## src/rtl/ctrl_unit_if.sv

```systemverilog
// Control bundle between the multicycle control FSM and its datapath.
// The FSM is the master: it receives IR fields and the zero flag, and drives every strobe.
interface ctrl_unit_if;
    logic [5:0] opcode;
    logic [5:0] funct;
    logic       zero;
    logic       pc_write;
    logic       ir_write;
    logic       iord;
    logic       mem_write;
    logic       mdr_load;
    logic       regA_load;
    logic       regB_load;
    logic       alu_out_load;
    logic       reg_write;
    logic       mux_a_control;
    logic [1:0] mux_b_control;
    logic [2:0] alu_control;
    logic [1:0] mux_pc_control;
    logic       mux_wr_reg_control;
    logic       mux_wr_data_control;
    logic       illegal_op;
    logic [3:0] state_out;

    modport master (
        input  opcode, funct, zero,
        output pc_write, ir_write, iord, mem_write, mdr_load,
               regA_load, regB_load, alu_out_load, reg_write,
               mux_a_control, mux_b_control, alu_control,
               mux_pc_control, mux_wr_reg_control,
               mux_wr_data_control, illegal_op, state_out
    );

    modport slave (
        output opcode, funct, zero,
        input  pc_write, ir_write, iord, mem_write, mdr_load,
               regA_load, regB_load, alu_out_load, reg_write,
               mux_a_control, mux_b_control, alu_control,
               mux_pc_control, mux_wr_reg_control,
               mux_wr_data_control, illegal_op, state_out
    );
endinterface

```

## src/rtl/ctrl_unit.sv

```systemverilog
// Moore control FSM for a multicycle MIPS-subset datapath.
// Supports add/sub/and, addi, lw, sw, beq and j; flags everything else.
module ctrl_unit (
    input logic         clk,
    input logic         reset,
    ctrl_unit_if.master bus
);
    localparam logic [3:0] S_RST         = 4'd0;
    localparam logic [3:0] S_FETCH       = 4'd1;
    localparam logic [3:0] S_FETCH_WAIT  = 4'd2;
    localparam logic [3:0] S_DECODE      = 4'd3;
    localparam logic [3:0] S_EXEC_R      = 4'd4;
    localparam logic [3:0] S_WB_R        = 4'd5;
    localparam logic [3:0] S_EXEC_ADDI   = 4'd6;
    localparam logic [3:0] S_WB_I        = 4'd7;
    localparam logic [3:0] S_ADDR        = 4'd8;
    localparam logic [3:0] S_MEM_RD      = 4'd9;
    localparam logic [3:0] S_MEM_RD_WAIT = 4'd10;
    localparam logic [3:0] S_WB_LW       = 4'd11;
    localparam logic [3:0] S_MEM_WR      = 4'd12;
    localparam logic [3:0] S_BRANCH      = 4'd13;
    localparam logic [3:0] S_JUMP        = 4'd14;

    localparam logic [5:0] OP_R    = 6'h00;
    localparam logic [5:0] OP_J    = 6'h02;
    localparam logic [5:0] OP_BEQ  = 6'h04;
    localparam logic [5:0] OP_ADDI = 6'h08;
    localparam logic [5:0] OP_LW   = 6'h23;
    localparam logic [5:0] OP_SW   = 6'h2B;

    localparam logic [5:0] FN_ADD = 6'h20;
    localparam logic [5:0] FN_SUB = 6'h22;
    localparam logic [5:0] FN_AND = 6'h24;

    localparam logic [2:0] ALU_ADD = 3'b001;
    localparam logic [2:0] ALU_SUB = 3'b010;
    localparam logic [2:0] ALU_AND = 3'b011;

    logic [3:0] state;
    logic [3:0] nxt;
    logic       r_ok;

    assign r_ok = (bus.funct == FN_ADD) ||
                  (bus.funct == FN_SUB) ||
                  (bus.funct == FN_AND);

    assign bus.state_out = state;

    always_ff @(posedge clk or negedge reset) begin
        if (!reset) state <= S_RST;
        else        state <= nxt;
    end

    always_comb begin
        nxt                     = S_FETCH;
        bus.pc_write            = 1'b0;
        bus.ir_write            = 1'b0;
        bus.iord                = 1'b0;
        bus.mem_write           = 1'b0;
        bus.mdr_load            = 1'b0;
        bus.regA_load           = 1'b0;
        bus.regB_load           = 1'b0;
        bus.alu_out_load        = 1'b0;
        bus.reg_write           = 1'b0;
        bus.mux_a_control       = 1'b0;
        bus.mux_b_control       = 2'b00;
        bus.alu_control         = 3'b000;
        bus.mux_pc_control      = 2'b00;
        bus.mux_wr_reg_control  = 1'b0;
        bus.mux_wr_data_control = 1'b0;
        bus.illegal_op          = 1'b0;

        case (state)
            S_RST:   nxt = S_FETCH;
            S_FETCH: nxt = S_FETCH_WAIT;
            S_FETCH_WAIT: begin
                bus.ir_write      = 1'b1;
                bus.mux_b_control = 2'b01;
                bus.alu_control   = ALU_ADD;
                bus.pc_write      = 1'b1;
                nxt               = S_DECODE;
            end
            S_DECODE: begin
                // precompute the branch target while the opcode is decoded
                bus.regA_load     = 1'b1;
                bus.regB_load     = 1'b1;
                bus.mux_b_control = 2'b11;
                bus.alu_control   = ALU_ADD;
                bus.alu_out_load  = 1'b1;
                unique case (1'b1)
                    (bus.opcode == OP_R) && r_ok: nxt = S_EXEC_R;
                    bus.opcode == OP_ADDI:        nxt = S_EXEC_ADDI;
                    bus.opcode == OP_LW,
                    bus.opcode == OP_SW:          nxt = S_ADDR;
                    bus.opcode == OP_BEQ:         nxt = S_BRANCH;
                    bus.opcode == OP_J:           nxt = S_JUMP;
                    default: begin
                        bus.illegal_op = 1'b1;
                        nxt            = S_FETCH;
                    end
                endcase
            end
            S_EXEC_R: begin
                bus.mux_a_control = 1'b1;
                bus.alu_out_load  = 1'b1;
                unique case (1'b1)
                    bus.funct == FN_ADD: bus.alu_control = ALU_ADD;
                    bus.funct == FN_SUB: bus.alu_control = ALU_SUB;
                    bus.funct == FN_AND: bus.alu_control = ALU_AND;
                    default:             bus.alu_control = 3'b000;
                endcase
                nxt = S_WB_R;
            end
            S_WB_R: begin
                bus.reg_write          = 1'b1;
                bus.mux_wr_reg_control = 1'b1;
            end
            S_EXEC_ADDI, S_ADDR: begin
                bus.mux_a_control = 1'b1;
                bus.mux_b_control = 2'b10;
                bus.alu_control   = ALU_ADD;
                bus.alu_out_load  = 1'b1;
                if (state == S_EXEC_ADDI)      nxt = S_WB_I;
                else if (bus.opcode == OP_LW)  nxt = S_MEM_RD;
                else                           nxt = S_MEM_WR;
            end
            S_WB_I: bus.reg_write = 1'b1;
            S_MEM_RD: begin
                bus.iord = 1'b1;
                nxt      = S_MEM_RD_WAIT;
            end
            S_MEM_RD_WAIT: begin
                bus.mdr_load = 1'b1;
                nxt          = S_WB_LW;
            end
            S_WB_LW: begin
                bus.reg_write           = 1'b1;
                bus.mux_wr_data_control = 1'b1;
            end
            S_MEM_WR: begin
                bus.iord      = 1'b1;
                bus.mem_write = 1'b1;
            end
            S_BRANCH: begin
                bus.mux_a_control  = 1'b1;
                bus.alu_control    = ALU_SUB;
                bus.mux_pc_control = 2'b01;
                bus.pc_write       = bus.zero;
            end
            S_JUMP: begin
                bus.mux_pc_control = 2'b10;
                bus.pc_write       = 1'b1;
            end
            default: nxt = S_FETCH;
        endcase
    end
endmodule

```

## src/flat_wrapper.sv

```systemverilog
// flat-port wrapper written by rule: the top's interface ports become plain ports
module ctrl_unit_flat 
  (clk, reset, bus_opcode, bus_funct, bus_zero, bus_pc_write, bus_ir_write, bus_iord, bus_mem_write, bus_mdr_load, bus_regA_load, bus_regB_load, bus_alu_out_load, bus_reg_write, bus_mux_a_control, bus_mux_b_control, bus_alu_control, bus_mux_pc_control, bus_mux_wr_reg_control, bus_mux_wr_data_control, bus_illegal_op, bus_state_out);
  ctrl_unit_if bus_i ();
  input logic clk;
  input logic reset;
  input wire logic [$bits(bus_i.opcode)-1:0] bus_opcode;
  input wire logic [$bits(bus_i.funct)-1:0] bus_funct;
  input wire logic [$bits(bus_i.zero)-1:0] bus_zero;
  output wire logic [$bits(bus_i.pc_write)-1:0] bus_pc_write;
  output wire logic [$bits(bus_i.ir_write)-1:0] bus_ir_write;
  output wire logic [$bits(bus_i.iord)-1:0] bus_iord;
  output wire logic [$bits(bus_i.mem_write)-1:0] bus_mem_write;
  output wire logic [$bits(bus_i.mdr_load)-1:0] bus_mdr_load;
  output wire logic [$bits(bus_i.regA_load)-1:0] bus_regA_load;
  output wire logic [$bits(bus_i.regB_load)-1:0] bus_regB_load;
  output wire logic [$bits(bus_i.alu_out_load)-1:0] bus_alu_out_load;
  output wire logic [$bits(bus_i.reg_write)-1:0] bus_reg_write;
  output wire logic [$bits(bus_i.mux_a_control)-1:0] bus_mux_a_control;
  output wire logic [$bits(bus_i.mux_b_control)-1:0] bus_mux_b_control;
  output wire logic [$bits(bus_i.alu_control)-1:0] bus_alu_control;
  output wire logic [$bits(bus_i.mux_pc_control)-1:0] bus_mux_pc_control;
  output wire logic [$bits(bus_i.mux_wr_reg_control)-1:0] bus_mux_wr_reg_control;
  output wire logic [$bits(bus_i.mux_wr_data_control)-1:0] bus_mux_wr_data_control;
  output wire logic [$bits(bus_i.illegal_op)-1:0] bus_illegal_op;
  output wire logic [$bits(bus_i.state_out)-1:0] bus_state_out;
  assign bus_i.opcode = bus_opcode;
  assign bus_i.funct = bus_funct;
  assign bus_i.zero = bus_zero;
  assign bus_pc_write = bus_i.pc_write;
  assign bus_ir_write = bus_i.ir_write;
  assign bus_iord = bus_i.iord;
  assign bus_mem_write = bus_i.mem_write;
  assign bus_mdr_load = bus_i.mdr_load;
  assign bus_regA_load = bus_i.regA_load;
  assign bus_regB_load = bus_i.regB_load;
  assign bus_alu_out_load = bus_i.alu_out_load;
  assign bus_reg_write = bus_i.reg_write;
  assign bus_mux_a_control = bus_i.mux_a_control;
  assign bus_mux_b_control = bus_i.mux_b_control;
  assign bus_alu_control = bus_i.alu_control;
  assign bus_mux_pc_control = bus_i.mux_pc_control;
  assign bus_mux_wr_reg_control = bus_i.mux_wr_reg_control;
  assign bus_mux_wr_data_control = bus_i.mux_wr_data_control;
  assign bus_illegal_op = bus_i.illegal_op;
  assign bus_state_out = bus_i.state_out;
  ctrl_unit u_core (.clk(clk), .reset(reset), .bus(bus_i));
endmodule
```

## config.mk

```make
export PLATFORM = sky130hd
export DESIGN_NAME = ctrl_unit_flat
export DESIGN_NICKNAME = d
export VERILOG_FILES = /design/src/rtl/ctrl_unit_if.sv /design/src/rtl/ctrl_unit.sv /design/src/flat_wrapper.sv
export SDC_FILE = /design/constraint.sdc
export NUM_CORES = 1
export LEC_CHECK = 0
export ABC_AREA = 0
export CAP_MARGIN = 20
export CORE_ASPECT_RATIO = 0.75
export CORE_MARGIN = 2
export CORE_UTILIZATION = 30
export DETAILED_ROUTE_END_ITERATION = 10
export GPL_ROUTABILITY_DRIVEN = 0
export PLACE_DENSITY = 0.74
export SLEW_MARGIN = 30
export SYNTH_ARGS = -nofsm -noshare
export SYNTH_HDL_FRONTEND = slang
export SYNTH_SLANG_ARGS = --single-unit
```

## constraint.sdc

```tcl
create_clock -name clk -period 1.5 [get_ports clk]
set_clock_uncertainty 0.15 [all_clocks]
set_input_delay 0.15 -clock clk [delete_from_list [all_inputs] [get_ports clk]]
set_output_delay 0.15 -clock clk [all_outputs]
set_load 0.01 [all_outputs]
```

# After elaboration in Yosys (flattened, before gate mapping)
# Cells that the tools add are included.
classes:
  n_reduce_logical: 13
  n_eq_ne: 22
  n_mux: 21
ops:
  columns: ["operator", "count"]
  rows:
  - ["equality test 6 bit (second input constant)", 5]
  - ["equality test 4 bit (second input constant)", 7]
  - ["case mux 4 bit (7 select lines)", 1]
  - ["case mux 4 bit (5 select lines)", 1]
  - ["equality test 4 x 3 -> 1 bit (second input constant)", 4]
  - ["two-way mux 1 bit", 12]
  - ["case mux 2 bit (3 select lines)", 2]
  - ["OR reduction 4 bit", 3]
  - ["case mux 3 bit (3 select lines)", 1]
  - ["equality test 4 x 2 -> 1 bit (second input constant)", 2]
  - ["OR reduction 2 bit", 4]
  - ["equality test 6 x 2 -> 1 bit (second input constant)", 1]
  - ["equality test 6 x 3 -> 1 bit (second input constant)", 1]
  - ["equality test 6 x 4 -> 1 bit (second input constant)", 1]
  - ["logical NOT 6 bit", 1]
  - ["OR reduction 6 bit", 1]
  - ["equality test 4 x 1 -> 1 bit (second input constant)", 1]
  - ["two-way mux 4 bit", 1]
  - ["case mux 2 bit (2 select lines)", 1]
  - ["two-way mux 3 bit", 1]
  - ["OR reduction 3 bit", 1]
  - ["logical OR 1 bit", 2]
  - ["case mux 1 bit (2 select lines)", 1]
  - ["logical AND 1 bit", 1]
word_totals:
  inputBits: 15
  out_inout_bits: 24
  wordCells: 57
  reg_bits: 4

# Longest topological paths before layout
depth:
  depth_word: 7
  ltp_mapped: 5
  depth_no_buf: 4

# Worst setup path before layout
# OpenSTA, ideal clock, no wires.
synth_timing:
  path_kind: "register to register"
  from: "reg u_core.state[0] (netlist: u_core.bus.state_out[0])"
  to: "reg u_core.state[0] (netlist: u_core.bus.state_out[0])"
  path_stages_with_launch: 6
  path_buffers: 1
  arrival_time_ps: 1481
  setup_slack_ps: -203
  setup_ps: 72
  period_less_slack_ps: 1703
  t_required_ps: 1278
  path_cell_list: "dfrtp_1 -> buf_4 -> nand2_2 -> or3_1 -> a211oi_1 -> nand4b_1"
synth_between:
  elab_chain_cells: 3
  word_cells_on_any_way: 11
  classes_between: "8 x eq/ne; 2 x mux; 1 x reduce/logical"
synth_rtl:
  columns: ["item", "line_no", "source"]
  rows:
  - ["start: declaration", "ctrl_unit.sv:39", "logic [3:0] state;"]
  - ["start signal: assignment", "ctrl_unit.sv:51", "else state <= nxt;"]
  - ["equality test 4 x 3 -> 1 bit / equality test 4 bit (equally long branches)", "ctrl_unit.sv:73, ctrl_unit.sv:123", null]
  - ["two-way mux 4 bit / OR reduction 2 bit (equally long branches)", "ctrl_unit.sv:123, ctrl_unit.sv:73", null]
  - ["case mux 4 bit (7 select lines) (*)", "ctrl_unit.sv:73", "case (state)"]
  - ["net u_core.nxt[0]", "ctrl_unit.sv:40", "logic [3:0] nxt;"]
# The timed path passes the listed nets; every way through them passes the cells marked *.

# Worst setup path after layout
layout_timing:
  from: "reg u_core.state[2] (netlist: u_core.bus.state_out[2])"
  to: "out bus_alu_control[0]"
layout_between:
  elab_chain_cells: 3
  word_cells_on_any_way: 8
  classes_between: "6 x eq/ne; 1 x mux; 1 x reduce/logical"
layout_rtl:
  columns: ["item", "line_no", "source"]
  rows:
  - ["equality test 4 x 2 -> 1 bit, or another cell as far along", "ctrl_unit.sv:73", null]
  - ["OR reduction 4 bit (no source line)", null, null]
  - ["case mux 3 bit (3 select lines) (*)", "ctrl_unit.sv:73", null]
  - ["end: declaration", "flat_wrapper.sv:21", "output wire logic [$bits(bus_i.alu_control)-1:0] bus_alu_control;"]
# Every way passes the cells marked *; elsewhere a longest branch is shown, timed or not.

==> summary.md <==
| Metric | Value |
|---|---|
| Initial antenna violation count | `0` |
| Period utilisation layout | `1.31` |
| #FFs+latches synth | `4` |
| Max reg flops | `4` |
| CTS tree | `yes` |
| Total CTS buffers | `3` |
| Setup slack after layout | `-0.467 ns` |
| Flop pwr share | `0.080` |
| Synth Area in Simple Gates | `0.420` |
| Post-route DRC | `0` |
| Fmax | `just over 500 MHz` |
| Nets | `around 180` |
| CTS root buf | `clkbuf_4` |
| Hold Crit Class | `input pin to register` |
| Die height | `41.0 um` |
| Multi-input logic area | `606 um^2` |
| Core area | `roughly 0.0017 mm^2` |
| Critical Path End Type | `output pin` |
| Clock power share | `0.062` |
| Post-Synthesis Cells | `76` |
| # diodes | `0` |
| Sw frac | `0.450` |
| H-tree depth | `1` |
| Failing checks | `negative setup slack` |
| RSZ-0062 raised after global routing | `true` |
| CTS Buffer Depth | `2` |
| Cell Rows | `13` |
| 1st-iter DRT viols | `56` |
| Routed len/inst | `about 21 um` |
| Final hold violations | `0` |
| Vias/cell | `about 5.9` |
| Max rail drop VDD | `approximately 0.0013 V` |
| Worst EP arrival | `1.67 ns` |
| Synth Area in Adders | `0` |
| Top Layer Used | `met4` |
| Synth Area in Compound Gates | `0.237` |
| Fill cells | `between 50 and 60` |
| Met2 WL post-DR | `between 1.5 and 2 mm` |
| Sequential area share after synthesis | `0.183` |
| Largest net degree at the start of global routing | `9` |
| Max-Cap Viols | `0` |
| Synth warn | `0` |
| CP required | `around 1.2 ns` |
| Slew headroom | `0.630` |
| Syn_area_per_cell | `between 7 and 8 um^2` |
| DP Wirelength | `about 1.6 mm` |
| Synth-to-Final Area Change | `194%` |
| Routed wire length | `about 3.9 mm` |
| NetSw | `around 1.2 mW` |
| Clk_lat worst skew | `approximately 0.26 ns` |
| Initial Utilization | `0.318` |
| Routed Antenna Nets | `0` |
| Grt ovf | `0` |
| Startpoint Class | `register` |
| XOR/XNOR Fraction of Synth Area | `0.0639` |
| Hold slack | `between 0.4 and 0.5 ns` |
| Num ports | `39` |
| CP Max Fanout | `4` |
| Port Buffers | `37` |
| Critical path class | `register to output pin` |
| Comb power frac | `0.858` |
| Mapped Area | `548 um^2` |
| Final Non-Filler Cells | `188` |
| Leak Pwr | `0.741 nW` |
| Met3 Wirelength | `approximately 420 um` |
| Post-route minimum period | `between 1.5 and 2 ns` |
| Gr usage total | `0.255` |
| Number of global-route vias before repair | `~840` |
| Mux cell area share after synthesis | `0` |
| Pre-Repair DR Iteration Count | `4` |
| Main combinational cell family by area after synthesis | `simple AND/OR/NAND/NOR gates` |
| Synth unique cells | `33` |
| Area occupied by registers | `just over 100 um^2` |
| Clk slew on worst S/H paths | `around 0.050 ns` |
| Met1 WL | `1.48 mm` |
| Syn Nets | `roughly 90` |
| Pwr dens | `roughly 1700 mW/mm^2` |
| Fraction of layout instances using a drive strength above 1 | `0.741` |
| P_int | `roughly 1.5 mW` |
| Worst Tran Pin Value | `0.548 ns` |
| Status | `finished with violations` |
| Placed Cells | `160` |
| Setup violators final | `24` |
| Via count | `between 1000 and 1500` |
| Die W | `about 53 um` |
| First-pass GRT wire length | `between 3 and 4 mm` |
| Die area | `0.00219 mm^2` |
| Max-slew violation count | `0` |
| Clock sink count | `4` |
==> power groups by stage <==
stage / clock network [mW] / logic, mW / registers, mW
2_1_floorplan: 0 / 0.681 / 0.201
3_5_place_dp: 0 / 1.51 / 0.200
4_1_cts: 0.139 / 1.80 / 0.201
3_3_place_gp: 0 / 1.48 / 0.198
5_1_grt: 0.176 / 2.37 / 0.214
6_report: 0.165 / 2.28 / 0.212
==> routing by layer <==
metal | track usage | up-vias
met1 | 0.258 | 526
met4 | 0.122 | 0
li1 | - | 458
met2 | 0.506 | 97
met5 | 0 | -
met3 | 0.0620 | 22
==> Yosys cell counts <==
cell type / number / area, um^2
a211o_1: 2 / 17.5
a211oi_1: 1 / 7.51
a21oi_1: 4 / 20.0
a22oi_1: 1 / 7.51
and3_1: 2 / 12.5
buf_2: 3 / 15.0
buf_4: 3 / 22.5
clkbuf_1: 1 / 3.75
conb_1: 1 / 3.75
dfrtp_1: 4 / 100
inv_1: 2 / 7.51
nand2_1: 4 / 15.0
nand2_2: 1 / 6.26
nand2b_1: 2 / 12.5
nand4b_1: 2 / 17.5
nor2_1: 10 / 37.5
nor2b_1: 1 / 6.26
nor3_1: 6 / 30.0
nor3b_1: 2 / 15.0
nor4_1: 1 / 6.26
nor4_2: 1 / 12.5
nor4b_1: 1 / 8.76
o21a_1: 1 / 7.51
o21ai_0: 5 / 25.0
o21bai_1: 2 / 15.0
o221ai_2: 1 / 15.0
o22ai_1: 1 / 6.26
o41ai_1: 1 / 8.76
or3_1: 3 / 18.8
or3b_2: 2 / 17.5
or4b_4: 1 / 13.8
xnor2_1: 3 / 26.3
xor2_1: 1 / 8.76
==> cells in the final DEF, fill, tap and decap left out, types with 3 or more instances in the layout <==
master | netlist | layout
clkbuf_4 | 0 | 3
nor2_4 | 0 | 5
buf_6 | 0 | 30
dlygate4sd2_1 | 0 | 4
a21oi_1 | 4 | 4
nor2_1 | 10 | 4
nand2_2 | 1 | 3
nor3_1 | 6 | 3
buf_2 | 3 | 12
o21ai_1 | 0 | 3
buf_4 | 3 | 35
clkdlybuf4s50_1 | 0 | 4
==> per-stage QoR <==
stage	power [mW]	setup WS (ns)	setup TNS [ns]	instance area, um^2	utilization
6_report	2.66	-0.467	-5.20	1610	0.933
5_1_grt	2.76	-0.490	-5.93	1610	0.933
4_1_cts	2.14	-0.369	-4.05	1430	0.831
3_5_place_dp	1.71	-0.942	-9.83	1190	0.693
3_3_place_gp	1.67	-0.909	-9.33	1190	0.693
2_1_floorplan	0.882	-0.0621	-0.122	593	-
==> cell families (layout without fill, tap and decap cells) <==
family,after synthesis,in the layout
other,1,1
XOR/XNOR,4,4
buffers and inverters,9,99
AO/OA/AOI/OAI,19,19
flip-flops,4,4
AND/OR/NAND/NOR,39,39
==> path summary, 6_finish.rpt <==
kind	startpoint	endpoint	slack, ns	cells after the start
min in group asynchronous	reset	u_core.bus.state_out[2]$_DFF_PN0_	0.54	2
hold reg to reg	u_core.bus.state_out[0]$_DFF_PN0_	u_core.bus.state_out[2]$_DFF_PN0_	0.54	2
setup / recovery	u_core.bus.state_out[2]$_DFF_PN0_	bus_alu_control[0]	-0.47	5
max in group asynchronous	reset	u_core.bus.state_out[0]$_DFF_PN0_	0.45	2
hold / removal	bus_opcode[2]	u_core.bus.state_out[1]$_DFF_PN0_	0.48	6
setup reg to reg	u_core.bus.state_out[3]$_DFF_PN0_	u_core.bus.state_out[2]$_DFF_PN0_	-0.10	5
==> worst max-delay path, stage by stage (launching register included) <==
cell and delay [ns]:
dfrtp_2 0.44, buf_6 0.13, nor3b_2 0.14, o21ai_1 0.16, or3b_4 0.40, buf_6 0.13
==> final cells by class <==
| cell class | instances | share of cell area |
|---|---|---|
| timing repair buffer | 94 | 0.518 |
| multi-input combinational | 63 | 0.376 |
| sequential | 4 | 0.0638 |
| tap | 22 | 0.0171 |
| clock buffer | 3 | 0.0140 |
| inverter | 2 | 0.0109 |
==> what timing repair did <==
item | 4_1_cts | 5_1_grt
resized for setup | 139 | 48
hold buffers | 1 | 0
endpoints found under the setup margin | 26 | 25
endpoints found under the hold margin | 4 | 0
pin swaps | 18 | 15
setup buffers | 17 | 10
Note: power is estimated with default switching activity, not from simulation.
